## config.mk

```make
export PLATFORM = sky130hd
export DESIGN_NAME = line_fill_master
export DESIGN_NICKNAME = d
export VERILOG_FILES = /design/src/rtl/line_fill_master_pkg.sv /design/src/rtl/line_fill_master_wrap4_addr_gen.sv /design/src/rtl/line_fill_master.sv
export SDC_FILE = /design/constraint.sdc
export NUM_CORES = 1
export LEC_CHECK = 0
export ABC_AREA = 1
export BUFFER_PORTS_ARGS = -buffer_cell sky130_fd_sc_hd__buf_2
export CAP_MARGIN = 20
export CORE_ASPECT_RATIO = 0.7
export CORE_MARGIN = 5
export CORE_UTILIZATION = 40
export DETAILED_ROUTE_END_ITERATION = 7
export GPL_TIMING_DRIVEN = 0
export PLACE_DENSITY = 0.76
export RECOVER_POWER = 100
export SKIP_LAST_GASP = 1
export SLEW_MARGIN = 5
export SYNTH_ARGS = -nofsm -noshare
export SYNTH_HDL_FRONTEND = slang
export SYNTH_SLANG_ARGS = --single-unit
export TNS_END_PERCENT = 100
```

## constraint.sdc

```tcl
create_clock -name hclk -period 4.35 [get_ports hclk]
set_clock_uncertainty 0.1 [all_clocks]
set_input_delay 0.6525 -clock hclk [delete_from_list [all_inputs] [get_ports hclk]]
set_output_delay 0.6525 -clock hclk [all_outputs]
set_load 0.02 [all_outputs]
```

## src/rtl/line_fill_master_pkg.sv

```systemverilog
// line_fill_master_pkg: AHB-Lite encodings and refill FSM states shared by the line fill engine.
package line_fill_master_pkg;

    typedef enum logic [1:0] {
        HTRANS_IDLE   = 2'b00,
        HTRANS_BUSY   = 2'b01,
        HTRANS_NONSEQ = 2'b10,
        HTRANS_SEQ    = 2'b11
    } trans_t;

    typedef enum logic [2:0] {
        HBURST_SINGLE = 3'b000,
        HBURST_INCR   = 3'b001,
        HBURST_WRAP4  = 3'b010,
        HBURST_INCR4  = 3'b011,
        HBURST_WRAP8  = 3'b100,
        HBURST_INCR8  = 3'b101,
        HBURST_WRAP16 = 3'b110,
        HBURST_INCR16 = 3'b111
    } burst_t;

    localparam logic [2:0] HSIZE_WORD = 3'b010;
    localparam logic [2:0] LAST_BEAT  = 3'd3;

    typedef enum logic [1:0] {
        FILL_IDLE,
        FILL_BURST,
        FILL_DONE,
        FILL_ERR
    } fill_state_t;

endpackage

```

## src/rtl/line_fill_master_wrap4_addr_gen.sv

```systemverilog
// wrap4_addr_gen: address of beat n of a WRAP4 word burst, wrapping inside the 16-byte line.
module wrap4_addr_gen #(
    parameter int ADDR_W = 32
) (
    input  logic [ADDR_W-5:0] line_i,
    input  logic [1:0]        crit_i,
    input  logic [1:0]        beat_i,
    output logic [ADDR_W-1:0] addr_o
);

    logic [1:0] word;

    assign word   = crit_i + beat_i;
    assign addr_o = {line_i, word, 2'b00};

endmodule

```

## src/rtl/line_fill_master.sv

```systemverilog
// line_fill_master: I-cache refill engine issuing a critical-word-first AHB WRAP4 read burst.
module line_fill_master
    import line_fill_master_pkg::*;
#(
    parameter int CACHE_LINE = 128,
    parameter int ADDR_W     = 32
) (
    input  logic                  hclk,
    input  logic                  hrst,
    input  logic                  req_valid,
    input  logic [ADDR_W-1:0]     req_addr,
    output logic                  req_ready,
    output logic                  crit_valid,
    output logic [31:0]           crit_data,
    output logic                  fill_valid,
    output logic [CACHE_LINE-1:0] fill_line,
    output logic [ADDR_W-1:0]     fill_addr,
    output logic                  fill_err,
    output logic [ADDR_W-1:0]     haddr,
    output logic [1:0]            htrans,
    output logic [2:0]            hburst,
    output logic [2:0]            hsize,
    output logic                  hwrite,
    input  logic                  hready,
    input  logic [31:0]           hrdata,
    input  logic                  hresp
);

    fill_state_t           state_q;
    trans_t                htrans_q;
    burst_t                hburst_q;
    logic                  req_ready_q;
    logic                  crit_valid_q;
    logic                  fill_valid_q;
    logic                  fill_err_q;
    logic [31:0]           crit_data_q;
    logic [CACHE_LINE-1:0] fill_line_q;
    logic [ADDR_W-1:0]     fill_addr_q;
    logic [ADDR_W-1:0]     haddr_q;
    logic [ADDR_W-5:0]     line_q;
    logic [1:0]            crit_q;
    logic [2:0]            addr_cnt_q;
    logic [2:0]            data_cnt_q;

    logic                  idle;
    logic                  data_pend;
    logic                  addr_acc;
    logic                  data_acc;
    logic                  err_first;
    logic [1:0]            slot;
    logic [ADDR_W-5:0]     gen_line;
    logic [1:0]            gen_crit;
    logic [1:0]            gen_beat;
    logic [ADDR_W-1:0]     gen_addr;
    logic                  unused_addr_bits;

    assign unused_addr_bits = ^req_addr[1:0];

    // A data phase is outstanding whenever more addresses were accepted than beats captured.
    assign idle      = state_q == FILL_IDLE;
    assign data_pend = data_cnt_q < addr_cnt_q;
    assign addr_acc  = htrans_q != HTRANS_IDLE && hready;
    assign data_acc  = state_q == FILL_BURST && data_pend && hready;
    assign err_first = state_q == FILL_BURST && data_pend && hresp && !hready;
    assign slot      = crit_q + data_cnt_q[1:0];

    // One generator serves both the first beat (from the request) and the following beats.
    assign gen_line = idle ? req_addr[ADDR_W-1:4] : line_q;
    assign gen_crit = idle ? req_addr[3:2] : crit_q;
    assign gen_beat = idle ? 2'd0 : addr_cnt_q[1:0] + 2'd1;

    wrap4_addr_gen #(.ADDR_W(ADDR_W)) u_addr_gen (
        .line_i (gen_line),
        .crit_i (gen_crit),
        .beat_i (gen_beat),
        .addr_o (gen_addr)
    );

    always_ff @(posedge hclk) begin
        if (hrst) begin
            state_q      <= FILL_IDLE;
            htrans_q     <= HTRANS_IDLE;
            hburst_q     <= HBURST_SINGLE;
            req_ready_q  <= 1'b1;
            crit_valid_q <= 1'b0;
            fill_valid_q <= 1'b0;
            fill_err_q   <= 1'b0;
            crit_data_q  <= '0;
            fill_line_q  <= '0;
            fill_addr_q  <= '0;
            haddr_q      <= '0;
            line_q       <= '0;
            crit_q       <= '0;
            addr_cnt_q   <= '0;
            data_cnt_q   <= '0;
        end else begin
            crit_valid_q <= 1'b0;
            fill_valid_q <= 1'b0;
            fill_err_q   <= 1'b0;
            case (state_q)
                FILL_IDLE: if (req_valid) begin
                    state_q     <= FILL_BURST;
                    req_ready_q <= 1'b0;
                    line_q      <= req_addr[ADDR_W-1:4];
                    crit_q      <= req_addr[3:2];
                    fill_addr_q <= {req_addr[ADDR_W-1:4], 4'b0000};
                    haddr_q     <= gen_addr;
                    htrans_q    <= HTRANS_NONSEQ;
                    hburst_q    <= HBURST_WRAP4;
                    addr_cnt_q  <= '0;
                    data_cnt_q  <= '0;
                end
                FILL_BURST: begin
                    if (addr_acc) begin
                        addr_cnt_q <= addr_cnt_q + 3'd1;
                        haddr_q    <= addr_cnt_q == LAST_BEAT ? haddr_q : gen_addr;
                        htrans_q   <= addr_cnt_q == LAST_BEAT ? HTRANS_IDLE : HTRANS_SEQ;
                        hburst_q   <= addr_cnt_q == LAST_BEAT ? HBURST_SINGLE : HBURST_WRAP4;
                    end
                    if (data_acc) begin
                        fill_line_q[{slot, 5'd0} +: 32] <= hrdata;
                        data_cnt_q                      <= data_cnt_q + 3'd1;
                        crit_data_q                     <= data_cnt_q == 3'd0 ? hrdata : crit_data_q;
                        crit_valid_q                    <= data_cnt_q == 3'd0;
                        fill_valid_q                    <= data_cnt_q == LAST_BEAT;
                        state_q                         <= data_cnt_q == LAST_BEAT ? FILL_DONE : FILL_BURST;
                    end
                    if (err_first) begin
                        state_q  <= FILL_ERR;
                        htrans_q <= HTRANS_IDLE;
                        hburst_q <= HBURST_SINGLE;
                    end
                end
                FILL_DONE: begin
                    state_q     <= FILL_IDLE;
                    req_ready_q <= 1'b1;
                end
                FILL_ERR: if (hready) begin
                    state_q     <= FILL_IDLE;
                    req_ready_q <= 1'b1;
                    fill_err_q  <= 1'b1;
                end
                default: state_q <= FILL_IDLE;
            endcase
        end
    end

    assign req_ready  = req_ready_q;
    assign crit_valid = crit_valid_q;
    assign crit_data  = crit_data_q;
    assign fill_valid = fill_valid_q;
    assign fill_line  = fill_line_q;
    assign fill_addr  = fill_addr_q;
    assign fill_err   = fill_err_q;
    assign haddr      = haddr_q;
    assign htrans     = htrans_q;
    assign hburst     = hburst_q;
    assign hsize      = HSIZE_WORD;
    assign hwrite     = 1'b0;

endmodule

```

## Yosys cells after proc, flatten, opt, wreduce, memory -nomap -nowiden

Index checks and enable logic that the tools add are counted.

- Flip-flop bits (word level): 239
- Input bits: 69
- Output and inout bits: 237
- Logic and storage cells: 93

- Add/sub/neg operators: 6
- Order comparisons: 1
- Eq/ne operators: 12
- Shift operators: 2
- Multiplexer cells: 33
- Bitwise gates (word level): 3
- Reductions and logical operators: 22

Operators by type and width:

| cell | number |
|---|---|
| $bwmux W128 | 1 |
| $shift A32 B9 Y128 const A | 1 |
| $shiftx A32 B9 Y128 | 1 |
| $mux W32 | 3 |
| $pmux W32 S2 | 1 |
| $mux W28 | 1 |
| $mux W2 | 12 |
| $mux W3 | 6 |
| $pmux W3 S2 | 3 |
| $reduce_and A3 Y1 | 6 |
| $ne A2 B2 Y1 const B | 5 |
| $neg A7 Y9 | 1 |
| $pmux W2 S4 | 1 |
| $add A3 B1 Y3 const B | 2 |
| $eq A3 B2 Y1 const B | 2 |
| $ne A3 B3 Y1 const B | 2 |
| $logic_and A1 B1 Y1 | 5 |
| $add A2 B2 Y2 | 2 |
| $eq A2 B2 Y1 const B | 2 |
| $pmux W2 S2 | 1 |
| $reduce_and A2 Y1 | 2 |
| $reduce_and A4 Y1 | 1 |
| $reduce_bool A2 Y1 | 2 |
| $logic_not A3 Y1 | 1 |
| other kinds (11) | 15 |

## Depth between registers and ports, before layout

Gate-level depths: netlist of run 1.

- Word-level depth: 6
- Mapped depth: 12
- Depth with buffers taken out: 11

## Cells and area by module

Synthesis of run 1 repeated with hierarchy kept, for this count alone.

- Cell total of the unflattened synthesis: 1497
- Area total of the unflattened synthesis: 10498.8 µm²

By module, submodules not included:

| module | times used | cells each | area an instance (µm²) | seq. area each (µm²) |
|---|---|---|---|---|
| line_fill_master | 1 | 1456 | 10222.3 | 4724.5 |
| wrap4_addr_gen | 1 | 41 | 276.5 | 0.0 |

## Worst setup path after synthesis of run 1

No wires, ideal clock.

- Path type: register to register
- Start point: register data_cnt_q[0]
- End point: register fill_line_q[66] (netlist: fill_line[66])
- Setup time: 0.132 ns
- Arrival time: 2.226 ns
- Required time: 4.118 ns
- Slack: 1.892 ns
- Cell stages (with the launch flop): 13
- Path buffers: 2
- Clock period less this slack: 2.458 ns
- Cells stage by stage: dfxtp_1 ha_1 xor2_1 xor2_1 inv_1 ha_1 clkbuf_1 inv_1 nand2_1 clkbuf_1 nor2_1 nand3_1 a21oi_1

- Longest elaborated chain between the ends: 4
- Elaborated cells between the ends (all ways): 9
- Classes of those cells: add/sub: 2; order compare: 1; shift: 2; mux: 1; reduce/logical: 3

Ends and longest elaborated chain:

| element | RTL line | text |
|---|---|---|
| start, declared | line_fill_master.sv:43 | `logic [2:0] data_cnt_q;` |
| start signal, assigned | line_fill_master.sv:122 | `data_cnt_q <= data_cnt_q + 3'd1;` |
| $add A2 B2 Y2 / $lt A3 B3 Y1 (equally long branches) | line_fill_master.sv:65, line_fill_master.sv:61 |  |
| $neg A7 Y9 / $logic_and A1 B1 Y1 (equally long branches) | line_fill_master.sv:121, line_fill_master.sv:63 |  |
| $shiftx A32 B9 Y128, or another cell as far along | line_fill_master.sv:121 | `fill_line_q[{slot, 5'd0} +: 32] <= hrdata;` |
| $bwmux W128 / $reduce_and A2 Y1 (equally long branches) | -- |  |
| end signal, assigned by index | line_fill_master.sv:121 |  |
| end, declared | line_fill_master.sv:37 | `logic [CACHE_LINE-1:0] fill_line_q;` |

Parallel ways exist; a longest one is shown, timed or not.
A chain may end at the register's enable or synchronous reset.

## Worst setup path in the final report of run 1

- Start point: register addr_cnt_q[2]
- End point: register fill_line_q[70] (netlist: fill_line[70])

- Longest elaborated chain between the ends: 4

Ends and longest elaborated chain:

| element | RTL line | text |
|---|---|---|
| start, declared | line_fill_master.sv:42 | `logic [2:0] addr_cnt_q;` |
| start signal, assigned | line_fill_master.sv:115 | `addr_cnt_q <= addr_cnt_q + 3'd1;` |
| $lt A3 B3 Y1 | line_fill_master.sv:61 | `assign data_pend = data_cnt_q < addr_cnt_q;` |
| $logic_and A1 B1 Y1 (2 in series) | line_fill_master.sv:63 | `assign data_acc = state_q == FILL_BURST && data_pend && hready;` |
| $reduce_and A2 Y1 (no line) | -- |  |

Every way passes these cells.

==> impl_metrics.yaml, run 1 <==
run_status:
  outcome: "finished clean"
cts:
  h-tree-depth: 1
  cts.reportedPaths.clkPinSlew_ns: 0.06
  ctsRootBufferMaster: "clkbuf_16"
  cts-buffers-inserted: 25
  clk_path_buf_depth: 3
  clkLatencyLatePin_ns: 0.52
  cts_resized: 0
  cts_tree: "done"
  ctsHoldBuffers: 0
  cts.sinks: 234
  post_cts_buffers: 0
routing:
  final_antenna_net_count: 0
  top_layer_used: "met5"
  route.met3.wl_um: 4430
  first_pass_iters: 5
  route.met2.wl_um: 15300
  wl_per_cell_um: 18.2
  drc: 0
  wirelength_um: 37200
  drtIter0Drc: 1002
  wl_met1_um: 16300
  num_vias: 10900
  viasPerCell: 5.37
timing:
  relSlewSlack_pct: 37.5
  fin_crit_sh_pct: 78.8
  fin_setup_tns_ns: 0
  fin_crit_ns: 3.43
  rsz0062_at_grt: "false"
  worst_pin_slew_ns: 0.937
  fmax_mhz: 292
  drv_slew: 0
  setup_viol: 0
  hold_violations: 0
placed_design:
  gp_congestion: 0.930
  hpwl_um: 28800
  port_buffers: 291
global_routing:
  grt_max_degree: 14
  grt_pass1_vias: 9935
  grt_antenna_before_repair: 3
  overflow: 0
  grt_pass1_wl_um: 55700
  track_usage_pct: 24.4
synthesis:
  yosysTopAreaCellShare_pct: 46.7
  async_reset_ff_share_pct: 0
  synthFlopType: "dfxtp_1"
  syn-cell-area_um2: 10000
  synth_edf_count: 0
  synth_seq_cells: 234
  syn_area_per_cell_um2: 7.34
  yosysWarningCount: 0
  yosysSeqAreaShare_pct: 46.7
  yosysUniqueCellTypes: 31
  yosysTopAreaCell: "dfxtp_1"
  syn_inst: 1368
  synth_area_leaders: "dfxtp_1 (47%), a21oi_1 (11%), nand2_1 (9.6%)"
die:
  core_area_um2: 24700
  ios: 306
  die_area_um2: 28400
  die_width_um: 199
  die_h_um: 143
  initial_core_util_pct: 40.7
  num_rows: 48
final_layout:
  mostFrequentLayoutCell: "clkbuf_1"
  nets: 1779
  multi_input_area_um2: 4440
  area_growth_pct: 23.2
  drive_above_1_share_pct: 8.58
  nFillCells: 2504
  layout_common_cells: "clkbuf_1 (322), nand2_1 (259), dfxtp_1 (234)"
  seqCellArea_um2: 4680
worst_setup_path:
  crit_path_top_delay_cell: "clkbuf_1"
  path_cells: "inv_1 -> ha_1 -> nand2_1 -> nand2_1 -> nor2_1 -> nand3_1 -> clkinvlp_2 -> clkbuf_1 -> clkbuf_1 -> nand3_1 -> a21oi_1"
  cp_max_fo: 10
  crit_arrival_ns: 3.77
  critPathMaxStageDelay_ns: 0.66
  path_class: "reg -> reg"
  cp-start-kind: "flop"
  cp.required_ns: 4.69
  critPathCaptureType: "flop"
flow_run:
  drv_cap: 0
worst_hold_path:
  hp-class: "in -> reg"
pwr:
  vdd_ir_drop_max_uv: 336
  power.leakage_nw: 4.55
  powerDensity_nw_per_um2: 493
  p_total_mw: 6.10
flip-flops by register name, indices dropped and copies added (netlist names), 2 cells and up:
name        count
fill_line     128
crit_data      32
addr_cnt_q      3
data_cnt_q      3
line_q         28
state_q         2
haddr          30
crit_q          2
kinds of logic (layout without fill, tap and decap cells):
logic type,count (synthesis),after routing,share of synthesized area [%]
buffers and inverters,194,529,9.14
AND/OR/NAND/NOR,600,600,25.8
AO/OA/AOI/OAI,321,321,16.3
XOR/XNOR,3,3,0.262
other,2,13,0.0748
adder cells (fa/ha/maj),14,14,1.75
flip-flops,234,234,46.7
through the flow:
stage	hold slack, ns	util, %	std cells	setup slack [ns]	area, um2
floorplan	0.343	-	1378	1.89	10100
global placement	0.346	48.4	1994	1.19	11900
detailed placement	0.348	48.4	1994	1.11	11900
CTS	0.306	51.6	2038	1.10	12700
global route	0.330	50.1	2039	0.763	12400
finish	0.329	50.1	2039	0.924	12400
final timing paths:
check,endpoint,slack (ns),start,cells past startpoint
worst max register to register,fill_line[70],0.92,addr_cnt_q[2],11
worst max-delay path,fill_line[70],0.92,addr_cnt_q[2],11
worst min register to register,fill_line[46],0.36,fill_line[46],2
worst min-delay path,fill_line[0],0.33,hrdata[0],3
routing by layer:
metal | GRT usage (%) | vias to the layer above
met5 | 0 | -
met4 | 5.97 | 4
met3 | 6.91 | 93
met2 | 35.7 | 582
met1 | 35.7 | 5082
li1 | - | 5184
worst max-delay path, delay by kind of cell (launching register included):
family	cells	cell delay, ns
AO/OA/AOI/OAI	1	0.21
adder cells (fa/ha/maj)	1	0.30
flip-flops	1	0.32
buffers and inverters	4	1.64
AND/OR/NAND/NOR	5	0.75
power by group:
part | total (mW) | internal [mW] | leakage [nW] | switching, mW
combinational | 1.65 | 0.389 | 2.25 | 1.26
sequential | 2.36 | 2.28 | 1.90 | 0.0799
clock | 2.10 | 1.21 | 0.401 | 0.882
total | 6.10 | 3.88 | 4.55 | 2.22
cell usage after synthesis (3+ instances only):
| master | instances |
|---|---|
| nor2_1 | 130 |
| o21ai_0 | 88 |
| a21oi_1 | 226 |
| nand2_1 | 257 |
| inv_1 | 55 |
| buf_4 | 19 |
| ha_1 | 14 |
| buf_2 | 21 |
| nand3_1 | 172 |
| inv_2 | 3 |
| nand4_1 | 33 |
| dfxtp_1 | 234 |
| buf_6 | 12 |
| clkbuf_1 | 79 |
cell type report:
type / instances / share of cell area [%]
Timing Repair Buffer: 291 / 9.49
Sequential cell: 234 / 37.9
Antenna cell: 1 / 0.0202
Multi-Input combinational cell: 950 / 35.9
Clock inverter: 10 / 0.658
Clock buffer: 34 / 5.82
Buffer: 133 / 5.11
Inverter: 61 / 1.86
Tap cell: 325 / 3.29
Power figures use the tool's default switching activity.
==> run 2: changes to the inputs <==
==> constraint.sdc (replaced) <==
create_clock -name hclk -period 3.35 [get_ports hclk]
set_clock_uncertainty 0.1 [all_clocks]
set_input_delay 0.5025 -clock hclk [delete_from_list [all_inputs] [get_ports hclk]]
set_output_delay 0.5025 -clock hclk [all_outputs]
set_load 0.02 [all_outputs]
==> run 2 against run 1 <==
Compared with the run above: highest routed layer unchanged; via count rose by 0.37%; power rose by 30%; combinational power rose by 30%; sequential power rose by 30%; sequential cell count did not move; utilization rose by 0.11 points; cell count did not move; clock power rose by 30%; cell area rose by 0.22%; clock-buffer cell count did not move; critical path depth rose by 1; first-iteration DRC count rose by 1.4%.
==> impl_metrics.yaml, run 2 (synthesis results as in run 1) <==
pwr:
  p_int_mw: 5.05
  switchingPower_mw: 2.89
  power.leakage_nw: 4.57
  vdd_ir_drop_max_uv: 438
  powerDensity_nw_per_um2: 640
  pwr-share-comb_pct: 27.1
  clock_power_share_pct: 34.4
  seqPwrFrac_pct: 38.5
  p_sw_share_pct: 36.4
placed_design:
  pre_cts_ws_ns: 0.106
  gp_congestion: 0.930
  hpwl_um: 28800
  port_buffers: 291
die:
  die_area_um2: 28400
  die_h_um: 143
  ios: 306
  core_area_um2: 24700
  num_rows: 48
  die_width_um: 199
  initial_core_util_pct: 40.7
routing:
  num_vias: 11000
  first_pass_iters: 6
  final_antenna_net_count: 0
  drc: 0
  wirelength_um: 37200
  drtIter0Drc: 1016
  viasPerCell: 5.39
  wl_per_cell_um: 18.2
final_layout:
  mostFrequentLayoutCell: "clkbuf_1"
  drive_above_1_share_pct: 8.99
  layout_common_cells: "clkbuf_1 (316), nand2_1 (259), dfxtp_1 (234)"
  largest_reg_flops: 128
  utilization_pct: 50.2
  area_growth_pct: 23.5
  nets: 1779
global_routing:
  overflow: 0
  grt_pass1_vias: 9935
  track_usage_pct: 24.4
  grt_max_degree: 14
  grt_antenna_before_repair: 3
  grt_pass1_wl_um: 55700
timing:
  worst_slack_ns: 0.232
  rsz0062_at_grt: "false"
  fin_crit_ns: 3.12
  fin_setup_tns_ns: 0
  worst_pin_slew_ns: 0.928
  relSlewSlack_pct: 38.1
  setup_viol: 0
  fin_crit_sh_pct: 93.1
  drv_slew: 0
  hold_violations: 0
  fmax_mhz: 321
run_status:
  outcome: "finished clean"
cts:
  cts.sinks: 234
  cts_tree: "done"
  clkLatencyLatePin_ns: 0.52
  h-tree-depth: 1
  cts.reportedPaths.clkPinSlew_ns: 0.06
  clk_path_buf_depth: 3
  post_cts_buffers: 0
  cts-buffers-inserted: 25
  ctsRootBufferMaster: "clkbuf_16"
worst_setup_path:
  cp_top_family: "buffers and inverters"
  cp_max_fo: 10
  crit_path_top_delay_cell: "dfxtp_1"
  critPathMaxStageDelay_ns: 0.38
  path_class: "reg -> reg"
  rr_worst_depth: 12
  path_cells: "ha_1 -> xor2_1 -> xor2_2 -> inv_1 -> ha_1 -> clkbuf_1 -> inv_1 -> nand2_1 -> clkbuf_2 -> nor2_1 -> nand3_1 -> a21oi_1"
  critPathCaptureType: "flop"
  cp_num_buf_inv: 4
  crit_arrival_ns: 3.40
  path_depth: 12
  cp-start-kind: "flop"
  cp.required_ns: 3.63
worst_hold_path:
  hp-class: "in -> reg"
  hold-path-cell-count: 3
flow_run:
  drv_cap: 0
-- run 2: final cells by class --
class                           instances  area, um2
Inverter                               61        230
Antenna cell                            1       2.50
Fill cell                            2505      12300
Multi-Input combinational cell        950       4440
Tap cell                              325        407
Buffer                                133        652
Clock buffer                           34        719
Timing Repair Buffer                  291       1170
Sequential cell                       234       4680
Clock inverter                         10       81.3
-- run 2: final timing paths --
check / start / endpoint / slack, ns
worst min register to register: haddr[15] / haddr[15] / 0.36
worst max register to register: data_cnt_q[0] / fill_line[70] / 0.23
worst max-delay path: data_cnt_q[0] / fill_line[70] / 0.23
worst min-delay path: hrdata[0] / fill_line[0] / 0.18
-- run 2: layer usage --
layer  GRT usage [%]  vias up  share of wire, %
met5               0        -             0.038
met4            5.97        4               2.9
met3            6.91       90                12
met2            35.7      570                41
met1            35.7     5138                44
li1                -     5184                 -
-- run 2: what timing repair did --
action | CTS | global route
gates resized for setup | 0 | 7
endpoints found under the hold margin | 0 | 0
hold buffers | 0 | 0
endpoints found under the setup margin | 0 | 30
-- run 2: power by group through the flow --
stage               combinational, mW  sequential, mW  clock [mW]
finish                           2.15            3.06        2.73
global route                     2.34            3.08        2.86
CTS                              2.16            3.05        2.75
detailed placement               2.15            3.11           0
global placement                 2.09            3.11           0
floorplan                        1.26            3.28           0
-- run 2: tightest hold or removal path: stages --
cell     delay, ns
buf_2         0.12
a21oi_1       0.07
nor2_1        0.07
-- run 2: per-stage QoR --
| stage | total power, mW | cell area (um2) | std cells | hold slack, ns |
|---|---|---|---|---|
| floorplan | 4.54 | 10100 | 1378 | 0.343 |
| detailed placement | 5.26 | 11900 | 1994 | 0.348 |
| global placement | 5.20 | 11900 | 1994 | 0.346 |
| finish | 7.94 | 12400 | 2039 | 0.180 |
| CTS | 7.97 | 12700 | 2038 | 0.156 |
| global route | 8.27 | 12400 | 2039 | 0.180 |
